$ cat src/rtl/hart_mem_arbiter_pkg.sv
// Shared types and defaults for the hart memory-port arbiter.
// Holds the FSM encoding, default sizing and the saturating op counter helper.
package hart_mem_arbiter_pkg;

   typedef enum logic [1:0] {
      HARB_IDLE    = 2'd0,
      HARB_GRANTED = 2'd1,
      HARB_RELEASE = 2'd2
   } harb_state_e;

   localparam int DEF_NHARTS  = 2;
   localparam int DEF_MAX_OPS = 4;

   function automatic logic [2:0] sat_inc3(input logic [2:0] v);
      return (v == 3'd7) ? v : v + 3'd1;
   endfunction

endpackage

$ cat src/rtl/hart_mem_arbiter_rr_pick.sv
// Rotating-priority encoder: first set request strictly after ptr, wrapping mod N.
// Purely combinational; the hart at ptr itself is examined last.
module hart_mem_arbiter_rr_pick #(
   parameter int N   = 2,
   parameter int IDW = 1
) (
   input  logic [N-1:0]   req,
   input  logic [IDW-1:0] ptr,
   output logic           found,
   output logic [IDW-1:0] idx
);

   logic [IDW:0] j;

   always_comb begin
      // NOTE: every always_comb output gets a default first so no path leaves it unassigned (no latch).
      found = 1'b0;
      idx   = '0;
      j     = '0;
      for (int k = 1; k <= N; k++) begin
         j = {1'b0, ptr} + (IDW+1)'(k);
         if (j >= (IDW+1)'(N)) j = j - (IDW+1)'(N);
         if (!found && req[j[IDW-1:0]]) begin
            found = 1'b1;
            idx   = j[IDW-1:0];
         end
      end
   end

endmodule

$ cat src/rtl/hart_mem_arbiter.sv
// Round-robin owner of the shared DRAM/MMU port; one registered one-hot grant per hart.
// Grants only move while DRAM is idle, and an open LR/SC lock is never preempted.
module hart_mem_arbiter
   import hart_mem_arbiter_pkg::*;
#(
   parameter int NHARTS  = DEF_NHARTS,
   parameter int MAX_OPS = DEF_MAX_OPS,
   parameter int IDW     = (NHARTS > 1) ? $clog2(NHARTS) : 1
) (
   input  logic              CLK,
   input  logic              RST,
   input  logic [NHARTS-1:0] i_req,
   input  logic [NHARTS-1:0] i_lock,
   input  logic              i_dram_busy,
   output logic [NHARTS-1:0] o_grant,
   output logic              o_grant_valid,
   output logic [IDW-1:0]    o_grant_id,
   output logic [2:0]        o_ops_cnt
);

   harb_state_e       state_q, state_d;
   logic [NHARTS-1:0] grant_q, grant_d;
   logic              grant_valid_q, grant_valid_d;
   logic [IDW-1:0]    grant_id_q, grant_id_d;
   logic [2:0]        ops_cnt_q, ops_cnt_d;
   logic [IDW-1:0]    rr_ptr_q, rr_ptr_d;
   logic              busy_q, busy_d;

   logic              pick_found;
   logic [IDW-1:0]    pick_idx;
   logic              op_done;
   logic              own_req, own_lock, other_req;

   hart_mem_arbiter_rr_pick #(.N(NHARTS), .IDW(IDW)) u_rr_pick (
      .req   (i_req),
      .ptr   (rr_ptr_q),
      .found (pick_found),
      .idx   (pick_idx)
   );

   always_comb begin
      state_d       = state_q;
      grant_d       = grant_q;
      grant_valid_d = grant_valid_q;
      grant_id_d    = grant_id_q;
      ops_cnt_d     = ops_cnt_q;
      rr_ptr_d      = rr_ptr_q;
      busy_d        = i_dram_busy;

      op_done   = busy_q & ~i_dram_busy;
      own_req   = i_req[grant_id_q];
      own_lock  = i_lock[grant_id_q];
      other_req = |(i_req & ~grant_q);

      unique case (state_q)
         // RELEASE is the dead cycle; it arbitrates at its exit so the grant is low exactly once.
         HARB_IDLE, HARB_RELEASE: begin
            state_d = HARB_IDLE;
            if (pick_found) begin
               grant_d           = '0;
               grant_d[pick_idx] = 1'b1;
               grant_valid_d     = 1'b1;
               grant_id_d        = pick_idx;
               ops_cnt_d         = 3'd0;
               state_d           = HARB_GRANTED;
            end
         end
         HARB_GRANTED: begin
            if (op_done) begin
               ops_cnt_d = sat_inc3(ops_cnt_q);
            end else if (!i_dram_busy && !own_lock &&
                         (!own_req || (int'(ops_cnt_q) >= MAX_OPS && other_req))) begin
               grant_d       = '0;
               grant_valid_d = 1'b0;
               rr_ptr_d      = grant_id_q;
               state_d       = HARB_RELEASE;
            end
         end
         default: begin
            grant_d       = '0;
            grant_valid_d = 1'b0;
            state_d       = HARB_IDLE;
         end
      endcase
   end

   always_ff @(posedge CLK or posedge RST) begin
      if (RST) begin
         state_q       <= HARB_IDLE;
         grant_q       <= '0;
         grant_valid_q <= 1'b0;
         grant_id_q    <= '0;
         ops_cnt_q     <= 3'd0;
         rr_ptr_q      <= IDW'(NHARTS - 1);
         busy_q        <= 1'b0;
      end else begin
         // NOTE: state flops use non-blocking assignments so every flop samples pre-edge values.
         state_q       <= state_d;
         grant_q       <= grant_d;
         grant_valid_q <= grant_valid_d;
         grant_id_q    <= grant_id_d;
         ops_cnt_q     <= ops_cnt_d;
         rr_ptr_q      <= rr_ptr_d;
         busy_q        <= busy_d;
      end
   end

   assign o_grant       = grant_q;
   assign o_grant_valid = grant_valid_q;
   assign o_grant_id    = grant_id_q;
   assign o_ops_cnt     = ops_cnt_q;

endmodule

$ cat config.mk
export PLATFORM = sky130hd
export DESIGN_NAME = hart_mem_arbiter
export DESIGN_NICKNAME = d
export VERILOG_FILES = /design/src/rtl/hart_mem_arbiter_pkg.sv /design/src/rtl/hart_mem_arbiter_rr_pick.sv /design/src/rtl/hart_mem_arbiter.sv
export SDC_FILE = /design/constraint.sdc
export NUM_CORES = 1
export LEC_CHECK = 0
export ABC_AREA = 0
export ABC_CLOCK_PERIOD_IN_PS = 1400
export BUFFER_PORTS_ARGS = -buffer_cell sky130_fd_sc_hd__buf_2
export CORE_MARGIN = 2
export CORE_UTILIZATION = 35
export DETAILED_ROUTE_END_ITERATION = 8
export GPL_TIMING_DRIVEN = 0
export PLACE_DENSITY = 0.7
export SLEW_MARGIN = 20
export SYNTH_ARGS = -nofsm -noshare
export SYNTH_HDL_FRONTEND = slang
export SYNTH_SLANG_ARGS = --single-unit
$ cat constraint.sdc
create_clock -name CLK -period 1.4 [get_ports CLK]
set_input_delay 0.14 -clock CLK [delete_from_list [all_inputs] [get_ports CLK]]
set_output_delay 0.14 -clock CLK [all_outputs]
set_load 0.01 [all_outputs]
==> results of run 1 <==
==> metal layers <==
metal  vias to the layer above  share of wire
met5                         -              0
met4                         0              0
met3                         0          0.059
met2                        14           0.44
met1                       226           0.50
li1                        238              -
==> final cells by class <==
type                       instances  area share
clock buffer                       4     0.03471
inverter                           5     0.02479
multi-input combinational         41      0.4182
sequential                        11      0.3669
tap                               16     0.02645
timing repair buffer              17      0.1289
==> what timing repair did <==
item | CTS | global route
hold buffers | 1 | 0
endpoints found under the setup margin | 3 | 8
resized for setup | 0 | 3
pin swaps | 1 | 0
setup buffers | 2 | 1
endpoints found under the hold margin | 10 | 0
==> flip-flops by register name (all words and copies together) (netlist names) <==
signal / flops
o_grant_id: 1
o_ops_cnt: 3
o_grant: 2
state_q: 2
rr_ptr_q: 1
busy_q: 1
o_grant_valid: 1
==> worst max-delay path, cell delays in order, from the launching register on <==
cell	delay [ps]
dfrtp_1	390
ha_2	200
ha_4	160
nor4b_4	360
mux2i_1	220
==> cell families after synthesis <==
logic type,count (synthesis),synth area share
AND/OR/NAND/NOR,19,0.1928
adder cells (fa/ha/maj),3,0.06357
multiplexers,3,0.05932
flip-flops,11,0.4682
AO/OA/AOI/OAI,16,0.1843
buffers and inverters,5,0.03177
==> how the worst min path moves through the flow <==
| stage | slack [ps] | cells after the start | from | endpoint |
|---|---|---|---|---|
| after global routing | 30 | 1 | i_dram_busy | busy_q$_DFF_PP0_ |
| after CTS | 40 | 1 | i_dram_busy | busy_q$_DFF_PP0_ |
| final | 40 | 1 | i_dram_busy | busy_q$_DFF_PP0_ |
| after floorplan | -8 | 1 | RST | busy_q$_DFF_PP0_ |
| after global placement | 150 | 2 | RST | busy_q$_DFF_PP0_ |
| after detailed placement | 160 | 2 | RST | o_ops_cnt[2]$_DFFE_PP0P_ |
==> placed cells by master (no fill, tap or decap), types with 2 or more instances in the layout <==
| cell | Yosys | layout |
|---|---|---|
| a21oi_1 | 3 | 2 |
| nand2_1 | 8 | 7 |
| nand2b_1 | 2 | 2 |
| nor2_1 | 3 | 3 |
| buf_2 | 0 | 13 |
| clkbuf_4 | 0 | 3 |
| buf_4 | 0 | 3 |
| a21oi_2 | 1 | 2 |
| dfrtp_1 | 10 | 9 |
| o21ai_1 | 3 | 3 |
| inv_1 | 4 | 4 |
| o21ai_0 | 3 | 3 |
| o22ai_1 | 2 | 2 |
| and2b_1 | 2 | 2 |
| mux2i_1 | 2 | 2 |
==> power groups by stage <==
| stage | Combinational, mW | Sequential (mW) | Clock (mW) |
|---|---|---|---|
| after detailed placement | 0.527 | 0.584 | 0 |
| after CTS | 0.584 | 0.566 | 0.222 |
| after floorplan | 0.336 | 0.598 | 0 |
| after global placement | 0.514 | 0.576 | 0 |
| final | 0.609 | 0.567 | 0.213 |
| after global routing | 0.681 | 0.584 | 0.243 |
==> results_dict.tcl, run 1 <==
set metrics [dict create \
    cp-endpoint "o_ops_cnt[0]$_DFFE_PP0P_" \
    seq_area_um2 277.8 \
    async_reset_ff_frac 1.000 \
    power_frac_clock 0.154 \
    worstSetupStartpoint "o_ops_cnt[1]$_DFFE_PP0P_" \
    hold_ws_ps 43.46 \
    combPwrFrac 0.439 \
    fin_setup_tns_ps -12.54 \
    clock_skew_ps 2.598 \
    ant_nets 0 \
    violations "setup timing" \
    fin_util 0.4911 \
    viasPerCell 5.085 \
    grt_max_degree 12 \
    syn2layout_area_growth_pct 28.18 \
    cellLeakagePower_nw 0.3527 \
    yosysUniqueCellTypes 24 \
    synth_seq_cells 11 \
    diodes 0 \
    antenna_found_initial 0 \
    worstReg2RegEnd "o_ops_cnt[0]$_DFFE_PP0P_" \
    synth.avg_cell_area_um2 10.36 \
    io_pins 14 \
    post-route-min-period_ps 1413 \
    setup_viol 1 \
    drt_iter0_drc 6 \
    hold_violations 0 \
    grt_use_met1 0.1834 \
    power_mw 1.389 \
    yosysWarnings 0 \
    vias 478 \
    fin_area_um2 757.0 \
    grt_overflow 0 \
    wl_um 1151 \
    dp.cells 86 \
    p_seq_frac 0.408 \
    synth_edf_count 0 \
    status "complete, but fails checks" \
    h-tree-depth 1 \
    cp_max_fo 5 \
    busiest_layer "met2" \
    ctsLongestPathBuffers 2 \
    r2r-start "o_ops_cnt[1]$_DFFE_PP0P_" \
    fin_cells 94 \
    dieWidth_um 45.08 \
    tritoncts "done" \
    drt_pass1_iterations 4 \
    path_class "reg -> reg" \
    cts-root-buf "clkbuf_4" \
    io_buffers 13 \
    syn_inst 57 \
    fin_crit_sh 1.009 \
    hpwl_um 862.6 \
    grt_pass1_vias 441 \
    fin_ws_ps -12.54 \
    ff2ff_setup_slack_ps -10 \
    wl_per_cell_um 12.24 \
    clk_pin_slew_worst_paths_ps 70 \
    netlist_area_um2 590.6 \
    start_kind "register" \
    seq_area_frac_synth 0.4682 \
    yosysMostFrequentCell "dfrtp_1" \
    peakVddDrop_v 0.001093 \
    r2r_cells 4 \
    drv_slew 0 \
    worstPathRequired_ps 1590 \
    p_sw_mw 0.5394 \
    grtUsageMet3 0.03600 \
    rsz0062_at_grt "yes" \
    track_usage 0.1322 \
    worst_pin_slew_ps 478.3 \
    dp_slack_ps -54.34 \
    p_per_area_nw_per_um2 1835 \
    intPower_mw 0.8499 \
    numCtsBuffers 3 \
    drive_gt1_frac 0.4103 \
    max-slew-margin-rel 0.6778 \
    synth_commonest_cells "10 x dfrtp_1, 8 x nand2_1, 4 x inv_1" \
    initial_core_util 0.3831 \
    p_sw_frac 0.3882 \
    worst_ep_arrival_time_ps 1600 \
    cts_sinks 11 \
    grtUsageMet2 0.1943 \
    fillers 149 \
    postPlaceCellArea_um2 690.7 \
    fmax_mhz 707.9 \
    rows 14 \
    end_kind "register" \
    hp-class "in -> reg" \
    drc_errors 0 \
    die_h_um 45.08 \
    multi_input_area_um2 316.6 \
    clk_latency_ps 260 \
    grt_pass1_wl_um 1911 \
    ys.flop_type "dfrtp_1" \
    yosys.area.top_type "dfrtp_1" \
    core_area_um2 1541 \
    finalNetCount 89 \
    synth.area.top_cells "dfrtp_1 42%, ha_1 6.4%, nand2_1 5.1%, dfstp_2 4.4%, nor4b_4 4.0%" \
    maxCapViolations 0 \
    gp_congestion 0.8111 \
    syn-num-nets 67 \
    synth_top_area_frac 0.4237 \
    die_area_um2 2032 \
]
Note: power is estimated with default switching activity, not from simulation.
==> inputs of run 2 (changes only) <==
SYNTH_HIERARCHICAL = 1   (was default)
==> run 2 against run 1 <==
- the flow now finishes without violations
- setup slack better by 21 ps
- via count is 5.2% lower
- synthesized area is 2.1% lower
- total power is 0.80% higher
- clock-buffer cell count stayed put
- combinational power is 1% higher
- clock skew is 2.2 ps lower
- sequential share of layout area is 1.5 points higher
- flip-flop and latch count stayed put
- cell count is 3.2% lower
- sequential power is 0.9% higher
- core utilization is 1.3 points lower
- largest cell class unchanged
==> results_dict.tcl, run 2 <==
set metrics [dict create \
    ant_nets 0 \
    power_mw 1.400 \
    worst_ep_arrival_time_ps 1590 \
    die_area_um2 1993 \
    track_usage 0.1336 \
    rsz0062_at_grt "yes" \
    start_kind "register" \
    synth.area.top_cells "dfrtp_1 43%, mux2i_1 8.7%, ha_1 6.5%, mux2_4 5.2%, nand2_1 5.2%" \
    synth_seq_cells 11 \
    grtUsageMet2 0.1884 \
    grt_overflow 0 \
    grt_max_degree 12 \
    fmax_mhz 718.4 \
    drt_pass1_iterations 2 \
    hold_violations 0 \
    largest_reg_flops 3 \
    hp-class "in -> reg" \
    fin_cells 91 \
    antenna_found_initial 0 \
    hpwl_um 792.7 \
    grt_use_met1 0.1679 \
    h-tree-depth 1 \
    diodes 0 \
    drive_gt1_frac 0.3333 \
    core_area_um2 1524 \
    grt_pass1_vias 405 \
    drt_iter0_drc 7 \
    cp_max_fo 5 \
    yosys.area.top_type "dfrtp_1" \
    status "finished clean" \
    ys.flop_type "dfrtp_1" \
    synth.avg_cell_area_um2 10.70 \
    yosysUniqueCellTypes 21 \
    viasPerCell 4.978 \
    yosysMostFrequentCell "dfrtp_1" \
    setup_viol 0 \
    numCtsBuffers 3 \
    final_cell_mix "13 x buf_2, 9 x dfrtp_1, 7 x nand2_1" \
    fin_area_um2 728.2 \
    clock_skew_ps 0.4166 \
    initial_core_util 0.3793 \
    peakVddDrop_v 0.001025 \
    drv_slew 0 \
    rows 14 \
    grtUsageMet3 0.07347 \
    postPlaceCellArea_um2 664.4 \
    layout_commonest_cell "buf_2" \
    synth_commonest_cells "10 x dfrtp_1, 8 x nand2_1, 5 x inv_1, 5 x mux2i_1" \
    netlist_area_um2 578.1 \
    end_kind "register" \
    grt_pass1_wl_um 1821 \
    io_buffers 13 \
    dieWidth_um 44.64 \
    post-route-min-period_ps 1392 \
    p_per_area_nw_per_um2 1923 \
    cellLeakagePower_nw 0.3700 \
    drc_errors 0 \
    io_pins 14 \
    ctsLongestPathBuffers 2 \
    worstPathRequired_ps 1600 \
    fin_setup_tns_ps 0 \
    seq_area_frac_synth 0.4784 \
    syn_inst 54 \
    cts-root-buf "clkbuf_4" \
    vias 453 \
    wl_um 1062 \
    synth_top_area_frac 0.4329 \
    worst_pin_slew_ps 407.6 \
    cts_sinks 11 \
    synth_edf_count 0 \
    finalNetCount 86 \
    dp.cells 83 \
    wl_per_cell_um 11.67 \
    maxCapViolations 0 \
    clk_latency_ps 270 \
    fin_crit_sh 0.9942 \
    die_h_um 44.64 \
    yosysWarnings 6 \
    busiest_layer "met2" \
    tritoncts "done" \
    syn-num-nets 64 \
    clk_pin_slew_worst_paths_ps 70 \
    hold_ws_ps 230.8 \
    path_class "reg -> reg" \
    max-slew-margin-rel 0.7280 \
    gp_congestion 0.8084 \
    async_reset_ff_frac 1.000 \
    fillers 148 \
    syn2layout_area_growth_pct 25.97 \
]
[run 2: logic make-up after synthesis]
logic type / Yosys count / synth area share
AND/OR/NAND/NOR: 18 / 0.1472
AO/OA/AOI/OAI: 9 / 0.1190
buffers and inverters: 5 / 0.03247
flip-flops: 11 / 0.4784
adder cells (fa/ha/maj): 3 / 0.06494
multiplexers: 8 / 0.1580
[run 2: metal layers]
layer / wire [µm] / share of wire
met5: 0 / 0
met4: 9 / 0.0085
met3: 75 / 0.071
met2: 482 / 0.45
met1: 494 / 0.47
[run 2: worst paths after layout]
path	from	endpoint	slack (ps)	depth (start not counted)
max	o_grant_id$_DFFE_PP0P_	rr_ptr_q$_DFFE_PP1P_	8	3
min	i_lock[0]	state_q[1]$_DFFE_PP0P_	230	4
max reg2reg	o_grant_id$_DFFE_PP0P_	rr_ptr_q$_DFFE_PP1P_	8	3
min reg2reg	state_q[1]$_DFFE_PP0P_	o_grant_valid$_DFFE_PP0P_	520	1
max in group asynchronous	RST	rr_ptr_q$_DFFE_PP1P_	680	3
min in group asynchronous	RST	o_grant[1]$_DFFE_PP0P_	400	3
[run 2: area by class of cell]
| cell class | count | area, µm² | area share |
|---|---|---|---|
| inverter | 5 | 18.77 | 0.02577 |
| multi-input combinational | 38 | 285.3 | 0.3918 |
| tap | 16 | 20.02 | 0.02749 |
| timing repair buffer | 17 | 100.1 | 0.1375 |
| sequential | 11 | 277.8 | 0.3814 |
| clock buffer | 4 | 26.28 | 0.03608 |
[run 2: power by group]
part,internal (mW),leakage (nW),switching (mW)
Combinational,0.307,0.224,0.308
Clock,0.110,0.0150,0.102
Sequential,0.457,0.131,0.115
[run 2: worst max-delay path, stage by stage (launching register included)]
cell and delay, ps:
dfrtp_2 450, mux2_4 330, a211oi_4 230, mux2_4 320
[run 2: repair_timing]
item / 4_1_cts / 5_1_grt
setup endpoints to repair: 0 / 5
hold buffers: 2 / 0
endpoints found under the hold margin: 11 / 0
setup buffers: 0 / 2
gates resized for setup: 0 / 1
[run 2: per-stage QoR]
stage,utilization,worst slack [ps]
finish,0.4778,8.061
global route,0.4778,-28.12
CTS,0.4663,2.134
detailed placement,0.4360,-2.131
global placement,0.4360,23.25
floorplan,-,34.02
==> inputs of run 3 (changes only) <==
CORE_MARGIN = 1.5   (was 2)
RECOVER_POWER = 100   (was default)
==> run 3 against run 2 <==
- global-route usage grew 1.0 points
- sequential share of layout area rose by 0.46 points
- cell count down 1.1%
- core utilization decreased by 0.57 points
- clock power hardly changed
- register-to-register slack about the same
- cell area fell by 1.2%
- critical path depth unchanged
- via count fell by 4.0%
- non-clock buffer count is 1 lower
- worst hold slack worse by 7.7 ps
- setup slack improved by 2.3 ps
- critical path type unchanged
==> results_dict.tcl, run 3 (synthesized netlist as in run 2, its figures left out) <==
set metrics [dict create \
    status "finished clean" \
    max_stage_delay_ps 440 \
    cellLeakagePower_nw 0.3468 \
    cpLargestDelayFamily "multiplexers" \
    clock_skew_ps 0.3708 \
    fin_crit_sh 0.9926 \
    ant_nets 0 \
    p_per_area_nw_per_um2 1895 \
    ff2ff_setup_slack_ps 10 \
    die_h_um 43.64 \
    vias 435 \
    wl_per_cell_um 11.38 \
    gp_congestion 0.8091 \
    clk_latency_ps 270 \
    path_class "reg -> reg" \
    antenna_found_initial 0 \
    drive_gt1_frac 0.2838 \
    cp_max_fo 5 \
    largest_reg_flops 3 \
    dp_slack_ps 14.76 \
    min_from "i_lock[0]" \
    drv_slew 0 \
    core_area_um2 1524 \
    drt_pass1_iterations 2 \
    fin_util 0.4721 \
    rows 14 \
    io_buffers 13 \
    cp_num_cells 3 \
    post-route-min-period_ps 1390 \
    layout_commonest_cell "dfrtp_1" \
    clk_pin_slew_worst_paths_ps 60 \
    cpMaxStageDelayCell "dfrtp_2" \
    grt_pass1_vias 454 \
    drc_errors 0 \
    fin_setup_tns_ps 0 \
    grt_pass1_wl_um 1897 \
    initial_core_util 0.3793 \
    grt_overflow 0 \
    peakVddDrop_v 0.0008820 \
    syn2layout_area_growth_pct 24.46 \
    r2r_cells 3 \
    ctsLongestPathBuffers 2 \
    drt_iter0_drc 2 \
    critical_path_buf_inv_count 0 \
    max-slew-margin-rel 0.7210 \
    critPathMostFrequentCell "mux2_4" \
    power_mw 1.363 \
    finalNetCount 85 \
    hp-class "in -> reg" \
    grt_max_degree 12 \
    final_cell_mix "9 x dfrtp_1, 8 x buf_2, 7 x nand2_1" \
    cts-root-buf "clkbuf_4" \
    tritoncts "done" \
    hold_ws_ps 223.1 \
    r2r-start "o_grant_id$_DFFE_PP0P_" \
    worst_ep_arrival_time_ps 1590 \
    diodes 0 \
    fin_ws_ps 10.41 \
    viasPerCell 4.833 \
    worst_pin_slew_ps 418.0 \
    dieWidth_um 43.64 \
    cp_cell_sequence "mux2_4, a211oi_4, mux2_4" \
    hold_end "state_q[1]$_DFFE_PP0P_" \
    maxCapViolations 0 \
    numCtsBuffers 3 \
    fmax_mhz 719.6 \
    end_kind "register" \
    cts_sinks 11 \
    setup_viol 0 \
    hpwl_um 772.9 \
    hold_violations 0 \
    worstReg2RegEnd "rr_ptr_q$_DFFE_PP1P_" \
    min_path_cells 4 \
    track_usage 0.1440 \
    io_pins 14 \
    wl_um 1024 \
    die_area_um2 1904 \
    worstPathRequired_ps 1600 \
    rsz0062_at_grt "yes" \
    start_kind "register" \
    h-tree-depth 1 \
]
## run 3: timing repair
| item | in CTS | in global routing |
|---|---|---|
| resized for setup | 0 | 3 |
| hold buffers | 2 | 0 |
| setup buffers | 0 | 1 |
| hold endpoints to repair | 11 | 0 |
| endpoints found under the setup margin | 0 | 7 |
## run 3: final cells by class
| type | count | area [µm²] |
|---|---|---|
| fill | 157 | 804.5 |
| multi-input combinational | 38 | 290.3 |
| sequential | 11 | 277.8 |
| timing repair buffer | 16 | 86.33 |
| clock buffer | 4 | 26.28 |
| tap | 16 | 20.02 |
| inverter | 5 | 18.77 |
## run 3: layer usage
metal | track usage | up-vias | wire [µm]
met3 | 0.06667 | 4 | 63
met5 | 0 | - | 0
met1 | 0.1684 | 199 | 483
met2 | 0.2118 | 11 | 452
met4 | 0.09091 | 0 | 25
li1 | - | 221 | -
## run 3: how the worst max path moves through the flow
stage                                       from  slack, ps              endpoint
after CTS                 o_grant_id$_DFFE_PP0P_          7  rr_ptr_q$_DFFE_PP1P_
final                     o_grant_id$_DFFE_PP0P_         10  rr_ptr_q$_DFFE_PP1P_
after global routing      o_grant_id$_DFFE_PP0P_        -30  rr_ptr_q$_DFFE_PP1P_
after floorplan           o_grant_id$_DFFE_PP0P_         30  rr_ptr_q$_DFFE_PP1P_
after detailed placement  o_grant_id$_DFFE_PP0P_         10  rr_ptr_q$_DFFE_PP1P_
after global placement    o_grant_id$_DFFE_PP0P_         20  rr_ptr_q$_DFFE_PP1P_
## run 3: stage by stage
stage	cell area, µm²	instances
after floorplan	579.3	54
after detailed placement	664.4	83
after global routing	719.4	90
after global placement	664.4	83
final	719.4	90
after CTS	710.7	89
## run 3: power breakdown
group	switching, mW	internal, mW
registers	0.120	0.457
clock network	0.101	0.110
logic	0.298	0.277
## run 3: worst min-delay path: stages
cell and delay (ps):
buf_2 70, mux2i_1 60, nand2_1 120, a211oi_4 50
